## config.mk

```make
export PLATFORM = sky130hd
export DESIGN_NAME = alu_cmd_sequencer_flat
export DESIGN_NICKNAME = d
export VERILOG_FILES = /design/src/rtl/alu_cmd_sequencer_if.sv /design/src/rtl/alu_cmd_sequencer.sv /design/src/flat_wrapper.sv
export SDC_FILE = /design/constraint.sdc
export NUM_CORES = 1
export LEC_CHECK = 0
export ABC_AREA = 1
export CAP_MARGIN = 20
export CORE_UTILIZATION = 50
export CTS_CLUSTER_SIZE = 12
export DETAILED_ROUTE_END_ITERATION = 7
export HOLD_SLACK_MARGIN = 0.1
export PLACE_DENSITY = 0.75
export SLEW_MARGIN = 20
export SYNTH_ARGS = -nofsm -noshare
export SYNTH_HDL_FRONTEND = slang
export SYNTH_SLANG_ARGS = --single-unit
```

## constraint.sdc

```tcl
create_clock -name clk -period 3.1 [get_ports clk]
set_input_delay 0.93 -clock clk [delete_from_list [all_inputs] [get_ports clk]]
set_output_delay 0.93 -clock clk [all_outputs]
set_load 0.02 [all_outputs]
```

## src/rtl/alu_cmd_sequencer_if.sv

```systemverilog
// Signal bundle between alu_cmd_sequencer and its environment: command stream, ALU pins,
// response stream and status.
interface alu_cmd_sequencer_if;
  logic        cmd_valid;
  logic        cmd_ready;
  logic [3:0]  cmd_a;
  logic [3:0]  cmd_b;
  logic [3:0]  cmd_op;
  logic        cmd_sel;

  logic [3:0]  alu_a;
  logic [3:0]  alu_b;
  logic [15:0] alu_s;
  logic        alu_sel;
  logic [3:0]  alu_y;
  logic        alu_cout;

  logic        rsp_valid;
  logic        rsp_ready;
  logic [3:0]  rsp_y;
  logic        rsp_cout;
  logic [3:0]  rsp_op;

  logic        busy;
  logic [7:0]  done_cnt;

  modport master (
    input  cmd_valid, cmd_a, cmd_b, cmd_op, cmd_sel, alu_y, alu_cout, rsp_ready,
    output cmd_ready, alu_a, alu_b, alu_s, alu_sel, rsp_valid, rsp_y, rsp_cout, rsp_op,
           busy, done_cnt
  );

  modport slave (
    output cmd_valid, cmd_a, cmd_b, cmd_op, cmd_sel, alu_y, alu_cout, rsp_ready,
    input  cmd_ready, alu_a, alu_b, alu_s, alu_sel, rsp_valid, rsp_y, rsp_cout, rsp_op,
           busy, done_cnt
  );
endinterface

```

## src/rtl/alu_cmd_sequencer.sv

```systemverilog
// ALU command sequencer: queues commands, drives them onto a 4-bit ALU one at a time, waits
// SETTLE cycles, then returns the captured Y/Cout on a valid/ready response stream.
module alu_cmd_sequencer #(
  parameter int unsigned DEPTH  = 4,
  parameter int unsigned SETTLE = 1
) (
  input logic                 clk,
  input logic                 rst,
  alu_cmd_sequencer_if.master bus
);

  localparam int unsigned AW = $clog2(DEPTH);
  localparam int unsigned CW = $clog2(DEPTH + 1);

  typedef struct packed {
    logic [3:0] a;
    logic [3:0] b;
    logic [3:0] op;
    logic       sel;
  } cmd_t;

  typedef enum logic [1:0] {
    StIdle,
    StDrive,
    StResp
  } state_t;

  cmd_t          r_mem [DEPTH];
  logic [AW-1:0] r_wr_ptr;
  logic [AW-1:0] r_rd_ptr;
  logic [CW-1:0] r_count;

  state_t        r_state;
  state_t        w_state_d;
  logic [3:0]    r_settle;

  logic [3:0]    r_alu_a;
  logic [3:0]    r_alu_b;
  logic [3:0]    r_alu_op;
  logic          r_alu_sel;

  logic          r_rsp_valid;
  logic [3:0]    r_rsp_y;
  logic          r_rsp_cout;
  logic [3:0]    r_rsp_op;
  logic [7:0]    r_done_cnt;

  logic          w_push;
  logic          w_pop;
  logic          w_capture;
  logic          w_rsp_fire;
  logic          w_fifo_empty;
  logic          w_fifo_full;
  cmd_t          w_head;
  cmd_t          w_cmd_in;

  assign w_fifo_empty = (r_count == '0);
  assign w_fifo_full  = (r_count == CW'(DEPTH));
  assign w_push       = bus.cmd_valid && !w_fifo_full;
  assign w_head       = r_mem[r_rd_ptr];
  assign w_cmd_in     = '{a: bus.cmd_a, b: bus.cmd_b, op: bus.cmd_op, sel: bus.cmd_sel};

  // ---------------------------------------------------------------------------------------------
  // Command FIFO
  // ---------------------------------------------------------------------------------------------
  always_ff @(posedge clk) begin
    if (w_push) begin
      r_mem[r_wr_ptr] <= w_cmd_in;
    end
  end

  // Pointers wrap naturally since DEPTH is a power of two.
  always_ff @(posedge clk or posedge rst) begin
    if (rst) begin
      r_wr_ptr <= '0;
      r_rd_ptr <= '0;
      r_count  <= '0;
    end else begin
      if (w_push) begin
        r_wr_ptr <= r_wr_ptr + AW'(1);
      end
      if (w_pop) begin
        r_rd_ptr <= r_rd_ptr + AW'(1);
      end
      if (w_push && !w_pop) begin
        r_count <= r_count + CW'(1);
      end else if (!w_push && w_pop) begin
        r_count <= r_count - CW'(1);
      end
    end
  end

  // ---------------------------------------------------------------------------------------------
  // Sequencing FSM
  // ---------------------------------------------------------------------------------------------
  always_ff @(posedge clk or posedge rst) begin
    if (rst) begin
      r_state <= StIdle;
    end else begin
      r_state <= w_state_d;
    end
  end

  always_comb begin
    w_state_d  = r_state;
    w_pop      = 1'b0;
    w_capture  = 1'b0;
    w_rsp_fire = 1'b0;
    unique case (r_state)
      StIdle: begin
        if (!w_fifo_empty) begin
          w_pop     = 1'b1;
          w_state_d = StDrive;
        end
      end
      StDrive: begin
        if (r_settle == 4'd1) begin
          w_capture = 1'b1;
          w_state_d = StResp;
        end
      end
      StResp: begin
        if (r_rsp_valid && bus.rsp_ready) begin
          w_rsp_fire = 1'b1;
          // Back-to-back: the next command is launched on the handshake edge itself.
          if (!w_fifo_empty) begin
            w_pop     = 1'b1;
            w_state_d = StDrive;
          end else begin
            w_state_d = StIdle;
          end
        end
      end
      default: begin
        w_state_d = StIdle;
      end
    endcase
  end

  always_ff @(posedge clk or posedge rst) begin
    if (rst) begin
      r_settle <= '0;
    end else if (w_pop) begin
      r_settle <= 4'(SETTLE);
    end else if (r_state == StDrive) begin
      r_settle <= r_settle - 4'd1;
    end
  end

  // ALU operands persist after completion; only a new pop replaces them.
  always_ff @(posedge clk or posedge rst) begin
    if (rst) begin
      r_alu_a   <= '0;
      r_alu_b   <= '0;
      r_alu_op  <= '0;
      r_alu_sel <= 1'b0;
    end else if (w_pop) begin
      r_alu_a   <= w_head.a;
      r_alu_b   <= w_head.b;
      r_alu_op  <= w_head.op;
      r_alu_sel <= w_head.sel;
    end
  end

  always_ff @(posedge clk or posedge rst) begin
    if (rst) begin
      r_rsp_valid <= 1'b0;
      r_rsp_y     <= '0;
      r_rsp_cout  <= 1'b0;
      r_rsp_op    <= '0;
    end else if (w_capture) begin
      r_rsp_valid <= 1'b1;
      r_rsp_y     <= bus.alu_y;
      r_rsp_cout  <= bus.alu_cout;
      r_rsp_op    <= r_alu_op;
    end else if (w_rsp_fire) begin
      r_rsp_valid <= 1'b0;
    end
  end

  always_ff @(posedge clk or posedge rst) begin
    if (rst) begin
      r_done_cnt <= '0;
    end else if (w_rsp_fire) begin
      r_done_cnt <= r_done_cnt + 8'd1;
    end
  end

  // ---------------------------------------------------------------------------------------------
  // Outputs
  // ---------------------------------------------------------------------------------------------
  assign bus.cmd_ready = !w_fifo_full;
  assign bus.alu_a     = r_alu_a;
  assign bus.alu_b     = r_alu_b;
  assign bus.alu_s     = {12'b0, r_alu_op};
  assign bus.alu_sel   = r_alu_sel;
  assign bus.rsp_valid = r_rsp_valid;
  assign bus.rsp_y     = r_rsp_y;
  assign bus.rsp_cout  = r_rsp_cout;
  assign bus.rsp_op    = r_rsp_op;
  assign bus.busy      = (r_state != StIdle) || !w_fifo_empty;
  assign bus.done_cnt  = r_done_cnt;

endmodule

```

## src/flat_wrapper.sv

```systemverilog
// flat-port wrapper written by rule: the top's interface ports become plain ports
module alu_cmd_sequencer_flat 
#(
  parameter int unsigned DEPTH  = 4,
  parameter int unsigned SETTLE = 1
)
  (clk, rst, bus_cmd_valid, bus_cmd_a, bus_cmd_b, bus_cmd_op, bus_cmd_sel, bus_alu_y, bus_alu_cout, bus_rsp_ready, bus_cmd_ready, bus_alu_a, bus_alu_b, bus_alu_s, bus_alu_sel, bus_rsp_valid, bus_rsp_y, bus_rsp_cout, bus_rsp_op, bus_busy, bus_done_cnt);
  alu_cmd_sequencer_if bus_i ();
  input logic clk;
  input logic rst;
  input wire logic [$bits(bus_i.cmd_valid)-1:0] bus_cmd_valid;
  input wire logic [$bits(bus_i.cmd_a)-1:0] bus_cmd_a;
  input wire logic [$bits(bus_i.cmd_b)-1:0] bus_cmd_b;
  input wire logic [$bits(bus_i.cmd_op)-1:0] bus_cmd_op;
  input wire logic [$bits(bus_i.cmd_sel)-1:0] bus_cmd_sel;
  input wire logic [$bits(bus_i.alu_y)-1:0] bus_alu_y;
  input wire logic [$bits(bus_i.alu_cout)-1:0] bus_alu_cout;
  input wire logic [$bits(bus_i.rsp_ready)-1:0] bus_rsp_ready;
  output wire logic [$bits(bus_i.cmd_ready)-1:0] bus_cmd_ready;
  output wire logic [$bits(bus_i.alu_a)-1:0] bus_alu_a;
  output wire logic [$bits(bus_i.alu_b)-1:0] bus_alu_b;
  output wire logic [$bits(bus_i.alu_s)-1:0] bus_alu_s;
  output wire logic [$bits(bus_i.alu_sel)-1:0] bus_alu_sel;
  output wire logic [$bits(bus_i.rsp_valid)-1:0] bus_rsp_valid;
  output wire logic [$bits(bus_i.rsp_y)-1:0] bus_rsp_y;
  output wire logic [$bits(bus_i.rsp_cout)-1:0] bus_rsp_cout;
  output wire logic [$bits(bus_i.rsp_op)-1:0] bus_rsp_op;
  output wire logic [$bits(bus_i.busy)-1:0] bus_busy;
  output wire logic [$bits(bus_i.done_cnt)-1:0] bus_done_cnt;
  assign bus_i.cmd_valid = bus_cmd_valid;
  assign bus_i.cmd_a = bus_cmd_a;
  assign bus_i.cmd_b = bus_cmd_b;
  assign bus_i.cmd_op = bus_cmd_op;
  assign bus_i.cmd_sel = bus_cmd_sel;
  assign bus_i.alu_y = bus_alu_y;
  assign bus_i.alu_cout = bus_alu_cout;
  assign bus_i.rsp_ready = bus_rsp_ready;
  assign bus_cmd_ready = bus_i.cmd_ready;
  assign bus_alu_a = bus_i.alu_a;
  assign bus_alu_b = bus_i.alu_b;
  assign bus_alu_s = bus_i.alu_s;
  assign bus_alu_sel = bus_i.alu_sel;
  assign bus_rsp_valid = bus_i.rsp_valid;
  assign bus_rsp_y = bus_i.rsp_y;
  assign bus_rsp_cout = bus_i.rsp_cout;
  assign bus_rsp_op = bus_i.rsp_op;
  assign bus_busy = bus_i.busy;
  assign bus_done_cnt = bus_i.done_cnt;
  alu_cmd_sequencer #(.DEPTH(DEPTH), .SETTLE(SETTLE)) u_core (.clk(clk), .rst(rst), .bus(bus_i));
endmodule
```

==> results.json, run 1 <==
{
  "path_class": "reg -> out",
  "cts_sinks": 96,
  "seq_area_frac_synth_pct": 63.8,
  "final_area_um2": 4960,
  "clock_latency_ns": 0.37,
  "synth-seq-cells": 96,
  "worst-path-max-fanout": 3,
  "cts_buffer_depth": 2,
  "drv_cap": 0,
  "worst_slack_ns": 0.247,
  "area_growth_pct": 18.9,
  "layout.nets": 493,
  "fmaxAchievable_mhz": 350,
  "grt_setup_unrepaired": "false",
  "finalSetupViolCount": 0,
  "yosysTopAreaCell": "edfxtp_1",
  "skew_ns": 0.00840,
  "first_iter_violations": 177,
  "fin_crit_ns": 2.85,
  "grt_max_degree": 30,
  "endpoint_kind": "output port",
  "via_per_inst": 4.82,
  "synth.top_cell.area_share_pct": 37.4,
  "grt_pass1_vias": 2743,
  "firstDrtPassIters": 4,
  "antenna_cells": 0,
  "wl_per_cell_um": 13.1,
  "synthTopCellsByArea": "edfxtp_1 37%, dfrtp_1 26%, nand2_1 9.2%",
  "final_cell_mix": "102 x nand2_1, 64 x nor2_1, 54 x clkdlybuf4s50_1",
  "io_buffers": 54,
  "fp.dieH_um": 93.4,
  "cts_buffers": 9,
  "period_share_pct": 92.0,
  "drc": 0,
  "required_ns": 2.17,
  "start_kind": "flop",
  "totalWireLength_mm": 7.44,
  "drive_above_1_share_pct": 7.71,
  "min-delay-path-class": "reg -> reg",
  "hold_ws_ns": 0.488,
  "synth_area_um2": 4170,
  "finalSetupTns_ns": 0,
  "die_w_um": 93.4,
  "post_synth.cell_area_avg_um2": 10.3,
  "antenna_found_initial": 0,
  "yosysUniqueCellTypes": 30,
  "cts_tree": "built",
  "power_leakage_nw": 2.18,
  "vias": 2744,
  "ys.warnings.count": 0,
  "power.density_nw_per_um2": 961,
  "core.rowCount": 32,
  "ctsResizeCount": 0,
  "arrival_ns": 1.92,
  "core_um2": 7890,
  "final_common_cell": "nand2_1",
  "grt_pass1_wl_mm": 12.7,
  "vdd_ir_drop_max_v": 0.000403,
  "hold_viol_final": 0,
  "grt.total_usage_pct": 19.4,
  "detail-route-antenna-nets": 0,
  "dp_hpwl_mm": 4.92,
  "cts-root-buf": "clkbuf_8",
  "synthCells": 404,
  "overflow": 0,
  "htree_levels": 3,
  "status": "finished, final reports clean",
  "post_dp_cell_area_um2": 4770,
  "globalplace.congestion": 0.729,
  "max-slew-margin-rel_pct": 43.4,
  "dieArea_um2": 8720,
  "pre_cts_ws_ns": 0.250,
  "tightest_slew_ns": 0.843,
  "post-cts-setup-buffers": 0,
  "cts_hold_buf": 0,
  "boundaryPins": 67,
  "slew_violations": 0,
  "initial_core_util_pct": 52.9,
  "clkTransAtPathRegs_ns": 0.09
}
cell families (layout without fill, tap and decap cells):
kind of cell / after synthesis / count (layout) / share of synthesized area (%)
AO/OA/AOI/OAI: 42 / 42 / 5.07
AND/OR/NAND/NOR: 186 / 186 / 18.7
flip-flops: 96 / 96 / 63.8
buffers and inverters: 62 / 114 / 7.76
adder cells (fa/ha/maj): 9 / 9 / 2.88
XOR/XNOR: 8 / 8 / 1.68
other: 1 / 12 / 0.0898
critical path, cell delays in order, from the launching register on:
cell and delay (ns):
dfrtp_1 0.42, inv_1 0.10, nand3_1 0.14, or3_1 0.36, clkdlybuf4s50_1 0.55
per-layer routing:
metal / up-vias / part of all wire, % / GRT usage, %
met5: - / 0 / 0
met4: 0 / 2.1 / 9.87
met3: 11 / 4.4 / 2.85
met2: 79 / 49 / 32.9
met1: 1275 / 45 / 24.2
li1: 1379 / - / -
final timing paths:
kind / depth (start not counted) / startpoint / slack (ns) / end
max reg2reg: 10 / u_core.r_count[0] / 1.02 / u_core.r_count[2]
max in group asynchronous: 3 / rst / 1.63 / u_core.bus.alu_sel
min: 2 / u_core.bus.alu_sel / 0.49 / u_core.bus.alu_sel
min in group asynchronous: 2 / rst / 0.93 / u_core.bus.done_cnt[0]
max: 4 / u_core.r_count[1] / 0.25 / bus_busy
min reg2reg: 2 / u_core.bus.alu_sel / 0.49 / u_core.bus.alu_sel
synthesized netlist by cell type:
library cell / n
buf_4: 16
a31oi_1: 1
xnor2_1: 3
edfxtp_1: 52
buf_6: 3
ha_1: 8
inv_4: 1
inv_2: 2
buf_2: 4
clkbuf_2: 1
xor2_1: 5
nand2_1: 102
or2_2: 2
dfrtp_1: 44
nor2_4: 3
nor3_4: 1
o21ai_0: 39
nand4_1: 3
clkbuf_1: 1
nand2_2: 1
nor2_1: 64
nand2_4: 2
nand3_2: 1
fa_1: 1
conb_1: 1
nand3b_1: 1
or3_1: 1
nand3_1: 5
inv_1: 34
a21oi_1: 2
where the power goes:
part	internal (mW)	leakage (nW)	total, mW	switching (mW)
clock	0.350	0.100	0.801	0.452
combinational	0.773	1.06	1.99	1.21
sequential	1.75	1.02	1.98	0.229
metrics by stage:
stage / util, % / std cells / power [mW]
5_1_grt: 62.9 / 569 / 5.15
4_1_cts: 62.9 / 569 / 4.82
3_3_place_gp: 60.4 / 553 / 3.93
3_5_place_dp: 60.4 / 553 / 4.02
6_report: 62.9 / 569 / 4.77
2_1_floorplan: - / 415 / 3.37
final cells by class:
cell class	count	area, µm²
fillers	632	2920
repair buffers	61	606
inverters	37	141
clock inverters	6	48.8
flip-flops and latches	96	2660
well taps	102	128
multi-input cells	257	1230
clock buffers	10	149
sequential cells by signal, summed over array words and instances (netlist names):
signal and flops:
u_core.bus.rsp_y 4, u_core.bus.alu_sel 1, u_core.bus.alu_b 4, u_core.r_state 2
u_core.bus.rsp_cout 1, u_core.r_count 3, u_core.r_mem 52, u_core.r_rd_ptr 2
u_core.r_settle 4, u_core.bus.rsp_op 4, u_core.bus.alu_a 4, u_core.r_alu_op 4
u_core.r_wr_ptr 2, u_core.bus.done_cnt 8, u_core.bus.rsp_valid 1
Note: power is estimated with default switching activity, not from simulation.
==> run 2, diff against run 1 <==
GPL_TIMING_DRIVEN = 0   (was not set)
==> results.json, run 2 (synthesis results as in run 1) <==
{
  "detail-route-antenna-nets": 0,
  "required_ns": 2.17,
  "core_um2": 7890,
  "post_dp_cell_area_um2": 4920,
  "period_share_pct": 91.6,
  "vias": 2840,
  "grt_pass1_wl_mm": 12.9,
  "fmaxAchievable_mhz": 352,
  "drive_above_1_share_pct": 11.5,
  "status": "finished, final reports clean",
  "htree_levels": 3,
  "ctsResizeCount": 0,
  "totalWireLength_mm": 7.74,
  "slew_violations": 0,
  "cts_buffers": 9,
  "cts_tree": "built",
  "multi_input_comb_area_um2": 1240,
  "min-delay-path-class": "reg -> reg",
  "firstDrtPassIters": 4,
  "area_growth_pct": 22.4,
  "layout.nets": 512,
  "clock_latency_ns": 0.35,
  "max-slew-margin-rel_pct": 45.8,
  "globalplace.congestion": 0.762,
  "endpoint_kind": "output port",
  "largest_reg_flops": 52,
  "post-cts-setup-buffers": 0,
  "antenna_found_initial": 0,
  "finalSetupViolCount": 0,
  "final_area_um2": 5110,
  "drc": 0,
  "worst-path-max-fanout": 3,
  "dieArea_um2": 8720,
  "finalSetupTns_ns": 0,
  "cts-root-buf": "clkbuf_8",
  "initial_core_util_pct": 52.9,
  "fp.dieH_um": 93.4,
  "core.rowCount": 32,
  "tightest_slew_ns": 0.812,
  "dp_hpwl_mm": 5.24,
  "drv_cap": 0,
  "fin_crit_ns": 2.84,
  "cts_sinks": 96,
  "hold_ws_ns": 0.489,
  "fill_cells": 625,
  "grt_max_degree": 25,
  "power.density_nw_per_um2": 960,
  "final_common_cell": "nand2_1",
  "boundaryPins": 67,
  "final_cell_mix": "102 x nand2_1, 60 x nor2_1, 54 x clkdlybuf4s50_1",
  "regMostFlops": "u_core.r_mem",
  "arrival_ns": 1.91,
  "path_class": "reg -> out",
  "cts_buffer_depth": 2,
  "vdd_ir_drop_max_v": 0.000373,
  "wl_per_cell_um": 13.2,
  "clkTransAtPathRegs_ns": 0.09,
  "cts_hold_buf": 0,
  "grt.total_usage_pct": 19.7,
  "skew_ns": 0.0119,
  "overflow": 0,
  "start_kind": "flop",
  "die_w_um": 93.4,
  "grt_pass1_vias": 2660,
  "grt_setup_unrepaired": "false",
  "ff_latch_area_um2": 2660,
  "hold_viol_final": 0,
  "via_per_inst": 4.83,
  "first_iter_violations": 104,
  "io_buffers": 54,
  "power_leakage_nw": 2.26,
  "antenna_cells": 0
}
run 2: changes by cell type in the layout (fill, tap and decap cells not counted), moves of 2 or more:
cell      previous run  this run
clkbuf_1             0         3
inv_4                3         1
buf_2                0         4
clkinv_4             2         0
nor2_2               0         4
buf_6                0         3
buf_4                6        16
nor2_1              64        60
run 2: area by class of cell:
class	count	share of cell area, %
clock buffers	11	2.57
multi-input cells	257	24.3
inverters	37	2.77
flip-flops and latches	96	52.1
well taps	102	2.50
repair buffers	55	11.1
plain buffers	25	3.58
clock inverters	5	1.08
run 2: power breakdown:
part,internal (mW),switching (mW),leakage [nW]
combinational,0.855,1.32,1.15
sequential,1.76,0.192,1.02
clock,0.372,0.408,0.0875
run 2: worst paths after layout:
kind	depth (start not counted)	startpoint	slack, ns	to
worst min register to register	2	u_core.bus.alu_b[0]	0.49	u_core.bus.alu_b[0]
worst min-delay path	2	u_core.bus.alu_b[0]	0.49	u_core.bus.alu_b[0]
min in group asynchronous	2	rst	0.92	u_core.r_settle[2]
worst max register to register	12	u_core.r_state[0]	0.95	u_core.r_count[2]
max in group asynchronous	3	rst	1.70	u_core.r_wr_ptr[0]
worst max-delay path	4	u_core.r_count[1]	0.26	bus_busy
run 2: routing by layer:
metal	GRT usage (%)	wire length, µm	up-vias
met3	3.41	345	15
met2	32.3	3770	74
li1	-	-	1416
met5	0	0	-
met1	26.1	3470	1335
met4	8.21	161	0
run 2: worst max-delay path, stage by stage, from the launching register on:
cell and delay (ns):
dfrtp_1 0.41, inv_1 0.10, nand3_1 0.15, or3_1 0.36, clkdlybuf4s50_1 0.55
run 2: metrics by stage:
stage                     setup WS [ns]  cells  utilization, %  total power [mW]
final                             0.261    588            64.8              4.90
after global placement           0.0953    571            61.9              4.06
after CTS                         0.227    588            64.8              4.94
after global routing              0.152    588            64.8              5.28
after detailed placement         0.0548    572            62.4              4.15
after floorplan                   0.632    415               -              3.37
==> run 3, diff against run 2 <==
CTS_CLUSTER_DIAMETER = 40   (was not set)
SLEW_MARGIN = 15   (was 20)
==> results.json, run 3 (synthesis results as in run 1) <==
{
  "cts_tree": "built",
  "globalplace.congestion": 0.762,
  "power.density_nw_per_um2": 972,
  "initial_core_util_pct": 52.9,
  "drc": 0,
  "drv_cap": 0,
  "layout.nets": 514,
  "finalSetupViolCount": 0,
  "max-slew-margin-rel_pct": 47.8,
  "largest_reg_flops": 52,
  "boundaryPins": 67,
  "wl_per_cell_um": 13.1,
  "ctsResizeCount": 0,
  "power_leakage_nw": 2.30,
  "status": "finished, final reports clean",
  "period_share_pct": 91.5,
  "via_per_inst": 4.81,
  "dieArea_um2": 8720,
  "htree_levels": 3,
  "firstDrtPassIters": 4,
  "fin_crit_ns": 2.84,
  "cts_buffer_depth": 2,
  "final_common_cell": "nand2_1",
  "min-delay-path-class": "reg -> reg",
  "start_kind": "flop",
  "core.rowCount": 32,
  "hold_depth": 2,
  "clkTransAtPathRegs_ns": 0.09,
  "cts_sinks": 96,
  "cts_buffers": 9,
  "first_iter_violations": 97,
  "arrival_ns": 1.91,
  "tightest_slew_ns": 0.783,
  "r2r_slack_ns": 0.91,
  "fmaxAchievable_mhz": 353,
  "vdd_ir_drop_max_v": 0.000394,
  "cp_num_buf_inv": 2,
  "reg2reg_from": "u_core.r_state[0]",
  "ff_latch_area_um2": 2660,
  "min_from": "u_core.bus.alu_b[0]",
  "grt_max_degree": 25,
  "fp.dieH_um": 93.4,
  "finalSetupTns_ns": 0,
  "vias": 2840,
  "hold-path-endpoint": "u_core.bus.alu_b[0]",
  "multi_input_comb_area_um2": 1230,
  "detail-route-antenna-nets": 0,
  "grt_pass1_wl_mm": 12.9,
  "post-cts-setup-buffers": 0,
  "drive_above_1_share_pct": 12.1,
  "totalWireLength_mm": 7.75,
  "reg2reg_depth": 12,
  "slew_violations": 0,
  "io_buffers": 54,
  "antenna_found_initial": 0,
  "regMostFlops": "u_core.r_mem",
  "grt_pass1_vias": 2755,
  "area_growth_pct": 23.5,
  "fill_cells": 624,
  "grt.total_usage_pct": 19.8,
  "critPathTopFamily": "buffers and inverters",
  "worst-path-max-fanout": 3,
  "r2r-end": "u_core.r_count[2]",
  "grt_setup_unrepaired": "false",
  "fin_util_pct": 65.4,
  "overflow": 0,
  "final_cell_mix": "102 x nand2_1, 62 x nor2_1, 54 x clkdlybuf4s50_1",
  "hold_ws_ns": 0.488,
  "required_ns": 2.17,
  "endpoint_kind": "output port",
  "clock_latency_ns": 0.36,
  "dp_hpwl_mm": 5.41,
  "critPathSlowestCell": "clkdlybuf4s50_1",
  "cpPeakStageDelay_ns": 0.55,
  "antenna_cells": 0,
  "cts-root-buf": "clkbuf_8",
  "hold_viol_final": 0,
  "die_w_um": 93.4,
  "path_cells": "inv_1 > nand3_1 > or3_1 > clkdlybuf4s50_1",
  "path_class": "reg -> out",
  "core_um2": 7890,
  "cts_hold_buf": 0,
  "skew_ns": 0.00759
}
run 3: changes by cell type in the layout (fill, tap and decap cells not counted), sizes merged:
cell	delta
clkinvlp	-1
clkbuf	-1
bufinv	+1
buf	+2
clkinv	+2
inv	-1
run 3: how the worst max path moves through the flow:
stage | start | endpoint | depth (start not counted)
floorplan | bus_rsp_ready | u_core.r_count[2] | 10
global placement | bus_rsp_ready | u_core.r_count[2] | 11
global route | u_core.r_count[1] | bus_busy | 4
CTS | u_core.r_count[1] | bus_busy | 4
finish | u_core.r_count[1] | bus_busy | 4
detailed placement | bus_rsp_ready | u_core.r_count[2] | 11
run 3: area by class of cell:
class	count	area share, %
clock buffers	10	2.67
plain buffers	25	3.54
inverters	37	2.74
multi-input cells	257	23.9
well taps	102	2.48
flip-flops and latches	96	51.7
repair buffers	57	11.4
clock inverters	6	1.60
run 3: where the power goes:
part	switching, mW	internal (mW)
registers	0.194	1.75
clock network	0.416	0.472
logic	1.31	0.865
run 3: per-stage QoR:
| step | instance area, µm² | std cells | setup WS [ns] | total power [mW] |
|---|---|---|---|---|
| 3_3_place_gp | 4880 | 571 | 0.0953 | 4.06 |
| 2_1_floorplan | 4220 | 415 | 0.632 | 3.37 |
| 5_1_grt | 5150 | 590 | 0.136 | 5.39 |
| 6_report | 5150 | 590 | 0.265 | 5.01 |
| 3_5_place_dp | 4930 | 574 | 0.0475 | 4.16 |
| 4_1_cts | 5150 | 590 | 0.217 | 5.06 |
run 3: tightest hold or removal path, stage by stage, from the launching register on:
cell and delay [ns]:
dfrtp_1 0.36, nand2_1 0.05, nand2_1 0.05
run 3: routing by layer:
layer	vias to the layer above	wire, µm	GRT usage (%)	part of all wire [%]
met3	13	399	3.33	5.1
met5	-	0	0	0
met4	0	155	9.36	2.0
met1	1322	3390	24.3	44
li1	1422	-	-	-
met2	83	3810	34.3	49
